==> config.mk <==
export PLATFORM = sky130hd
export DESIGN_NAME = note_timer
export DESIGN_NICKNAME = d
export VERILOG_FILES = /design/src/rtl/note_timer.sv
export SDC_FILE = /design/constraint.sdc
export NUM_CORES = 1
export LEC_CHECK = 0
export ABC_CLOCK_PERIOD_IN_PS = 1850
export BUFFER_PORTS_ARGS = -buffer_cell sky130_fd_sc_hd__buf_2
export CAP_MARGIN = 25
export CORE_MARGIN = 2
export CORE_UTILIZATION = 30
export CTS_CLUSTER_DIAMETER = 50
export DETAILED_ROUTE_END_ITERATION = 10
export GPL_ROUTABILITY_DRIVEN = 0
export SLEW_MARGIN = 15
export SYNTH_ARGS = -nofsm -noshare
export SYNTH_HDL_FRONTEND = slang
export SYNTH_SLANG_ARGS = --single-unit
==> constraint.sdc <==
create_clock -name clk -period 1.85 [get_ports clk]
set_clock_uncertainty 0.05 [all_clocks]
set_input_delay 0.37 -clock clk [delete_from_list [all_inputs] [get_ports clk]]
set_output_delay 0.37 -clock clk [all_outputs]
set_load 0.02 [all_outputs]
==> src/rtl/note_timer.sv <==
// -----------------------------------------------------------------------------
// note_timer -- note-duration timer for the sequencer -> tone generator path.
//
// A note is accepted through a valid/ready handshake while idle. It sounds for
// load_dur+1 beats (note_on high), is optionally followed by load_gap silent
// beats, and its end is marked by a single-cycle registered timer_done pulse.
// pause freezes counting, clear aborts to idle without a completion pulse.
//
// Configuration macro: NOTE_TIMER_GAP_EN
//   defined   -> GAP state and gap counter present (articulation gap).
//   undefined -> no GAP state; load_gap is accepted but ignored.
// -----------------------------------------------------------------------------
module note_timer #(
  parameter int DUR_W = 6,
  parameter int GAP_W = 3
) (
  input  logic             clk,
  input  logic             rst_n,
  input  logic             clear,
  input  logic             beat,
  input  logic             pause,
  input  logic             load_valid,
  output logic             load_ready,
  input  logic [DUR_W-1:0] load_dur,
  input  logic [GAP_W-1:0] load_gap,
  output logic             note_on,
  output logic             busy,
  output logic             timer_done,
  output logic [DUR_W-1:0] beats_left
);

  typedef enum logic [1:0] {
    S_IDLE = 2'd0,
    S_PLAY = 2'd1
`ifdef NOTE_TIMER_GAP_EN
    ,
    S_GAP  = 2'd2
`endif
  } state_t;

  state_t           r_state;
  state_t           w_state_nxt;
  logic [DUR_W-1:0] r_cnt;
  logic [DUR_W-1:0] w_cnt_nxt;
  logic             r_done;
  logic             w_done_nxt;
  logic             w_tick;

  // A beat only counts when the timer is not paused.
  assign w_tick = beat & ~pause;

`ifdef NOTE_TIMER_GAP_EN
  logic [GAP_W-1:0] r_gcnt;
  logic [GAP_W-1:0] w_gcnt_nxt;
`else
  // The gap field is part of the fixed port list but has no function here.
  logic w_unused_gap;
  assign w_unused_gap = ^load_gap;
`endif

  // State, counter and completion-pulse registers.
  // NOTE: sequential state uses non-blocking (<=) so every register samples
  // the pre-edge values; blocking here would create order-dependent races.
  always_ff @(posedge clk or negedge rst_n) begin
    if (!rst_n) begin
      r_state <= S_IDLE;
      r_cnt   <= '0;
      r_done  <= 1'b0;
    end else begin
      r_state <= w_state_nxt;
      r_cnt   <= w_cnt_nxt;
      r_done  <= w_done_nxt;
    end
  end

`ifdef NOTE_TIMER_GAP_EN
  // Gap counter register.
  always_ff @(posedge clk or negedge rst_n) begin
    if (!rst_n) begin
      r_gcnt <= '0;
    end else begin
      r_gcnt <= w_gcnt_nxt;
    end
  end
`endif

  // Next-state, counter and completion decode; clear overrides everything.
  always_comb begin
    // NOTE: every signal written here gets a default first, so no path can
    // leave one unassigned and infer a latch.
    w_state_nxt = r_state;
    w_cnt_nxt   = r_cnt;
    w_done_nxt  = 1'b0;
`ifdef NOTE_TIMER_GAP_EN
    w_gcnt_nxt  = r_gcnt;
`endif
    if (clear) begin
      // Abort: back to idle with counters zeroed and no completion pulse,
      // even if this cycle carries the final beat or an offered load.
      w_state_nxt = S_IDLE;
      w_cnt_nxt   = '0;
`ifdef NOTE_TIMER_GAP_EN
      w_gcnt_nxt  = '0;
`endif
    end else begin
      case (r_state)
        S_IDLE: begin
          // Handshake ignores pause and any coincident beat.
          if (load_valid) begin
            w_state_nxt = S_PLAY;
            w_cnt_nxt   = load_dur;
`ifdef NOTE_TIMER_GAP_EN
            w_gcnt_nxt  = load_gap;
`endif
          end
        end
        S_PLAY: begin
          if (w_tick) begin
            if (r_cnt != '0) begin
              w_cnt_nxt = r_cnt - 1'b1;
            end else
`ifdef NOTE_TIMER_GAP_EN
            if (r_gcnt != '0) begin
              w_state_nxt = S_GAP;
              w_gcnt_nxt  = r_gcnt - 1'b1;
            end else
`endif
            begin
              w_state_nxt = S_IDLE;
              w_done_nxt  = 1'b1;
            end
          end
        end
`ifdef NOTE_TIMER_GAP_EN
        S_GAP: begin
          if (w_tick) begin
            if (r_gcnt == '0) begin
              w_state_nxt = S_IDLE;
              w_done_nxt  = 1'b1;
            end else begin
              w_gcnt_nxt = r_gcnt - 1'b1;
            end
          end
        end
`endif
        default: begin
          w_state_nxt = S_IDLE;
        end
      endcase
    end
  end

  // Outputs decode straight from registers, so they are glitch-free and
  // follow rst_n asynchronously.
  assign load_ready = (r_state == S_IDLE);
  assign busy       = (r_state != S_IDLE);
  assign note_on    = (r_state == S_PLAY);
  assign beats_left = (r_state == S_PLAY) ? r_cnt : '0;
  assign timer_done = r_done;

endmodule
-- Word level (Yosys, flattened, before mapping)
Index checks and enable logic that the tools add are counted.
- flip-flop bits (word level): 9
- bits of input ports: 15
- output and inout bits: 10
- word-level logic and storage cells: 32
- $add $sub $neg: 1
- equality and inequality tests: 5
- mux-type cells: 15
- bitwise gates (word level): 2
- reductions and logical operators: 6
- operator list (operator ; number):
    $mux W6 ; 5
    $pmux W6 S2 ; 1
    $mux W2 ; 4
    $ne A3 B2 Y1 const B ; 2
    $ne A3 B3 Y1 const B ; 2
    $reduce_bool A6 Y1 ; 1
    $sub A6 B1 Y6 const B ; 1
    $mux W1 ; 4
    $pmux W2 S2 ; 1
    $reduce_and A4 Y1 ; 1
    $reduce_and A3 Y1 ; 1
    $reduce_bool A3 Y1 ; 1
    $eq A2 B1 Y1 const B ; 1
    $logic_not A2 Y1 ; 1
    $reduce_bool A2 Y1 ; 1
    $and A1 B1 Y1 ; 1
    $not A1 Y1 ; 1

-- Depth between registers and ports, before layout
- word-level depth: 5
- depth in mapped cells: 6
- gate-level depth less buffers: 6

-- Worst setup path before layout
No wires, ideal clock.
- path kind: flip-flop to output port
- start point: register r_state[0]
- end point: output port beats_left[0]
- data arrival time: 1272 ps
- data required time: 1430 ps
- path slack: 158 ps
- stages on the path, launching flop included: 3
- buffers on the path: 0
- path through: dfrtp_1 -> clkinv_1 -> nor2_1
- longest elaborated chain between the ends: 2
- ends and longest elaborated chain (element ; RTL line ; RTL):
    start, declared ; 41 ; state_t r_state;
    start signal, assigned ; 70 ; r_state <= w_state_nxt;
    $eq A2 B1 Y1 ; 158 ; assign beats_left = (r_state == S_PLAY) ? r_cnt : '0;
    $mux W6 ; 158 ;
    end, declared ; 29 ; output logic [DUR_W-1:0] beats_left
No other way between the ends.

-- Worst setup path in the final report
- start point: register r_cnt[0]
- end point: register r_cnt[0]
- longest elaborated chain between the ends: 5
- elaborated cells on any way between the ends: 8
- those cells by class: add/sub: 1; eq/ne: 1; mux: 4; reduce/logical: 2
- ends and longest elaborated chain (element ; RTL line ; RTL):
    start, declared ; 43 ; logic [DUR_W-1:0] r_cnt;
    start signal, assigned ; 71 ; r_cnt <= w_cnt_nxt;
    $sub A6 B1 Y6 ; 120 ; w_cnt_nxt = r_cnt - 1'b1;
    $mux W6 ; 119 ; if (r_cnt != '0) begin
    $mux W6 ; 118 ; if (w_tick) begin
    $pmux W6 S2 ; 106 ; case (r_state)
    $mux W6 ; 97 ; if (clear) begin
Parallel ways exist; a longest one is shown, timed or not. The select of a mux whose other input is x is not followed.
A chain may end at the register's enable or synchronous reset.

==> flow_results.xml <==
<?xml version="1.0" encoding="UTF-8"?>
<metrics>
  <group name="power">
    <metric name="pwr-share-comb" unit="%">36.9</metric>
    <metric name="netSwitchingPower" unit="mW">0.214</metric>
    <metric name="design_power_total" unit="mW">0.573</metric>
    <metric name="vdd_ir_drop_max" unit="uV">269</metric>
    <metric name="clkPwrFrac" unit="%">24.0</metric>
    <metric name="seq_power_share" unit="%">39.1</metric>
    <metric name="netSwitchingFraction" unit="%">37.3</metric>
    <metric name="power.density" unit="nW/um^2">744</metric>
    <metric name="power_report.internal_total" unit="mW">0.360</metric>
    <metric name="total_leakage_power" unit="nW">0.355</metric>
  </group>
  <group name="cells_and_area">
    <metric name="finish.net_count" unit="">110</metric>
    <metric name="design_area" unit="um^2">771</metric>
    <metric name="area.growth.synth_to_final" unit="%">28.1</metric>
    <metric name="fillCellCount" unit="">208</metric>
    <metric name="antenna_cells_inserted" unit="">0</metric>
    <metric name="drive_above_1_share" unit="%">38.5</metric>
  </group>
  <group name="grt">
    <metric name="grt_pass1_wl" unit="um">2420</metric>
    <metric name="grtUsageTotal" unit="%">13.6</metric>
    <metric name="global_route_layer_with_the_greatest_usage" unit="">met2</metric>
    <metric name="grt_pass1_vias" unit="">517</metric>
    <metric name="initial_antenna_violation_count" unit="">0</metric>
    <metric name="use_met1" unit="%">18.0</metric>
    <metric name="met3_usage" unit="%">3.37</metric>
    <metric name="grt_max_degree" unit="">13</metric>
    <metric name="grtUsageMet2" unit="%">19.9</metric>
    <metric name="grt_overflow" unit="">0</metric>
  </group>
  <group name="routing">
    <metric name="drt-wirelength-per-cell" unit="um">12.6</metric>
    <metric name="drtAntennaViolNets" unit="">0</metric>
    <metric name="detailedRoute.firstPassIterationCount" unit="">4</metric>
    <metric name="vias" unit="">575</metric>
    <metric name="wirelength" unit="um">1490</metric>
    <metric name="vias_per_cell" unit="">4.87</metric>
    <metric name="route.detailed.drc" unit="">0</metric>
    <metric name="drt_iter0_drc" unit="">10</metric>
  </group>
  <group name="yosys">
    <metric name="post_synth_num_cell_types" unit="">33</metric>
    <metric name="synth-seq-cells" unit="">8</metric>
    <metric name="yosysSeqAreaShare" unit="%">33.3</metric>
    <metric name="post_synth_instance_area" unit="um^2">602</metric>
    <metric name="post_synth.cell_area_avg" unit="um^2">8.85</metric>
    <metric name="syn_inst" unit="">68</metric>
    <metric name="syn_nets" unit="">85</metric>
    <metric name="ys.warnings.count" unit="">0</metric>
  </group>
  <group name="die">
    <metric name="start_util" unit="%">31.3</metric>
    <metric name="dieArea" unit="um^2">2380</metric>
    <metric name="boundaryPins" unit="">25</metric>
    <metric name="die-height" unit="um">48.8</metric>
    <metric name="core_area" unit="um^2">1920</metric>
    <metric name="die_width" unit="um">48.8</metric>
    <metric name="count_of_standard_cell_rows" unit="">16</metric>
  </group>
  <group name="placed_design">
    <metric name="placedInstanceArea" unit="um^2">733</metric>
    <metric name="pre_cts_ws" unit="ns">0.194</metric>
    <metric name="numPortBuffers" unit="">21</metric>
    <metric name="hpwlAfterDp" unit="um">1030</metric>
  </group>
  <group name="sta">
    <metric name="setup_viol" unit="">0</metric>
    <metric name="worst_slack" unit="ns">0.171</metric>
    <metric name="layout_worst_path_cycle_share" unit="%">90.7</metric>
    <metric name="slew_headroom" unit="%">72.4</metric>
    <metric name="finalHoldViolCount" unit="">0</metric>
    <metric name="tightest_slew" unit="ns">0.413</metric>
    <metric name="fin_setup_tns" unit="ns">0</metric>
    <metric name="clock.fmax" unit="GHz">0.596</metric>
    <metric name="grt_setup_unrepaired" unit="">no</metric>
    <metric name="timing_max_transition_violations_final" unit="">0</metric>
    <metric name="final_period_minus_worst_setup_slack" unit="ns">1.68</metric>
  </group>
  <group name="setup_path">
    <metric name="cp_data_arrival_time" unit="ns">1.80</metric>
    <metric name="kind_of_end_point_of_the_critical_path" unit="">flip-flop</metric>
    <metric name="startpoint_type" unit="">flip-flop</metric>
    <metric name="cp.required" unit="ns">1.97</metric>
    <metric name="worst-setup-path-type" unit="">flip-flop to flip-flop</metric>
    <metric name="worst_r2r_setup_slack" unit="ns">0.17</metric>
    <metric name="timing.critical_path.fanout_max" unit="">7</metric>
  </group>
  <group name="clock_tree">
    <metric name="tritoncts" unit="">built</metric>
    <metric name="root_buffer" unit="">clkbuf_4</metric>
    <metric name="clock_latency" unit="ns">0.26</metric>
    <metric name="post_cts.repair.setup_buffers" unit="">0</metric>
    <metric name="path_clk_slew" unit="ns">0.06</metric>
    <metric name="cts_made_buffers" unit="">3</metric>
    <metric name="cts-htree-levels" unit="">1</metric>
    <metric name="clock_net_sink_count" unit="">8</metric>
    <metric name="cts_buffer_depth" unit="">2</metric>
  </group>
  <group name="outcome">
    <metric name="status" unit="">finished, final reports clean</metric>
  </group>
  <group name="job">
    <metric name="timing.max_cap.violations" unit="">0</metric>
  </group>
  <group name="hold_path">
    <metric name="worstHoldPathType" unit="">primary input to flip-flop</metric>
  </group>
</metrics>
## cell usage after synthesis
| library cell | instances | area share [%] |
|---|---|---|
| a21oi_1 | 6 | 5.0 |
| a221oi_2 | 1 | 2.5 |
| a22o_1 | 1 | 1.5 |
| a2bb2oi_4 | 1 | 4.4 |
| a31oi_1 | 2 | 2.1 |
| and2_1 | 3 | 3.1 |
| and2_2 | 1 | 1.2 |
| and2b_1 | 1 | 1.2 |
| and3b_2 | 1 | 1.7 |
| buf_1 | 1 | 0.62 |
| buf_4 | 1 | 1.2 |
| clkbuf_1 | 1 | 0.62 |
| clkinv_1 | 1 | 0.62 |
| dfrtp_1 | 8 | 33 |
| ha_1 | 2 | 4.2 |
| inv_1 | 2 | 1.2 |
| mux2_2 | 1 | 1.9 |
| mux2i_1 | 1 | 1.7 |
| nand2_1 | 9 | 5.6 |
| nand2b_1 | 1 | 1.0 |
| nand3_1 | 1 | 0.83 |
| nor2_1 | 6 | 3.7 |
| nor2b_1 | 2 | 2.1 |
| nor3_1 | 3 | 2.5 |
| nor3b_1 | 1 | 1.2 |
| nor4_1 | 1 | 1.0 |
| nor4b_4 | 1 | 3.9 |
| o211ai_1 | 1 | 1.2 |
| o21ai_0 | 2 | 1.7 |
| o21ai_1 | 2 | 1.7 |
| o21ai_2 | 1 | 1.5 |
| o2bb2ai_2 | 1 | 2.5 |
| or3b_1 | 1 | 1.5 |
## state kept, by name, indices dropped and copies added (netlist names)
signal / count
r_cnt: 6
timer_done: 1
r_state: 1
## timing repair
action,in CTS,in global routing
hold buffers,1,0
endpoints found under the setup margin,0,3
hold endpoints to repair,8,0
gates resized for setup,0,2
## worst max-delay path: stages, from the launching register on
cell and delay (ns):
dfrtp_1 0.39, inv_1 0.13, ha_1 0.21, nor2b_1 0.18, a2bb2oi_4 0.27, o21ai_2 0.09, a221oi_2 0.26
## power by group through the flow
| stage | logic (mW) | clock network, mW | registers [mW] |
|---|---|---|---|
| after floorplan | 0.155 | 0 | 0.221 |
| after global placement | 0.206 | 0 | 0.225 |
| after detailed placement | 0.207 | 0 | 0.225 |
| after CTS | 0.210 | 0.141 | 0.222 |
| after global routing | 0.233 | 0.156 | 0.228 |
| final | 0.211 | 0.138 | 0.224 |
## final timing paths
check,start,to,depth (start not counted)
worst max-delay path,r_cnt[0]$_DFFE_PN0P_,r_cnt[0]$_DFFE_PN0P_,6
worst min-delay path,load_valid,r_state[0]$_DFFE_PN0P_,3
worst max register to register,r_cnt[0]$_DFFE_PN0P_,r_cnt[0]$_DFFE_PN0P_,6
worst min register to register,r_cnt[1]$_DFFE_PN0P_,r_cnt[1]$_DFFE_PN0P_,2
max in group asynchronous,rst_n,r_state[0]$_DFFE_PN0P_,2
min in group asynchronous,rst_n,r_cnt[4]$_DFFE_PN0P_,2
## per-layer routing
layer	wire, um	up-vias
li1	-	287
met5	0	-
met1	681	256
met3	99	4
met2	682	28
met4	24	0
## placed cells by master, fill, tap and decap left out, types with 2 or more instances in the layout
cell type | netlist | routed
o21ai_1 | 2 | 2
inv_1 | 2 | 2
nor2b_1 | 2 | 2
nand2_1 | 9 | 9
o21ai_0 | 2 | 2
clkbuf_4 | 0 | 3
nor3_1 | 3 | 3
a21oi_1 | 6 | 6
a31oi_1 | 2 | 2
buf_2 | 0 | 21
nor2_1 | 6 | 6
ha_1 | 2 | 2
dfrtp_1 | 8 | 7
and2_1 | 3 | 3
## cell type report
cell class	instances	area (um^2)	share of cell area, %
timing repair buffer	23	123	15.9
sequential	8	201	26.1
tap	27	33.8	4.38
multi-input combinational	54	375	48.7
inverter	3	15.0	1.95
clock buffer	3	22.5	2.92
## cell families after synthesis
kind of cell / Yosys count / synth area share, %
compound gates: 18 / 23.9
fa+ha+maj: 2 / 4.16
buf+inv: 6 / 4.37
flops: 8 / 33.3
mux: 2 / 3.53
simple gates: 32 / 30.8
## per-stage QoR
step	cells	utilization [%]	hold WS, ns
after floorplan	68	-	0.0244
final	118	40.1	0.334
after detailed placement	114	38.2	0.183
after global placement	114	38.2	0.181
after global routing	118	40.1	0.344
after CTS	118	39.8	0.332
No activity file was read; power rests on OpenSTA's default activity.
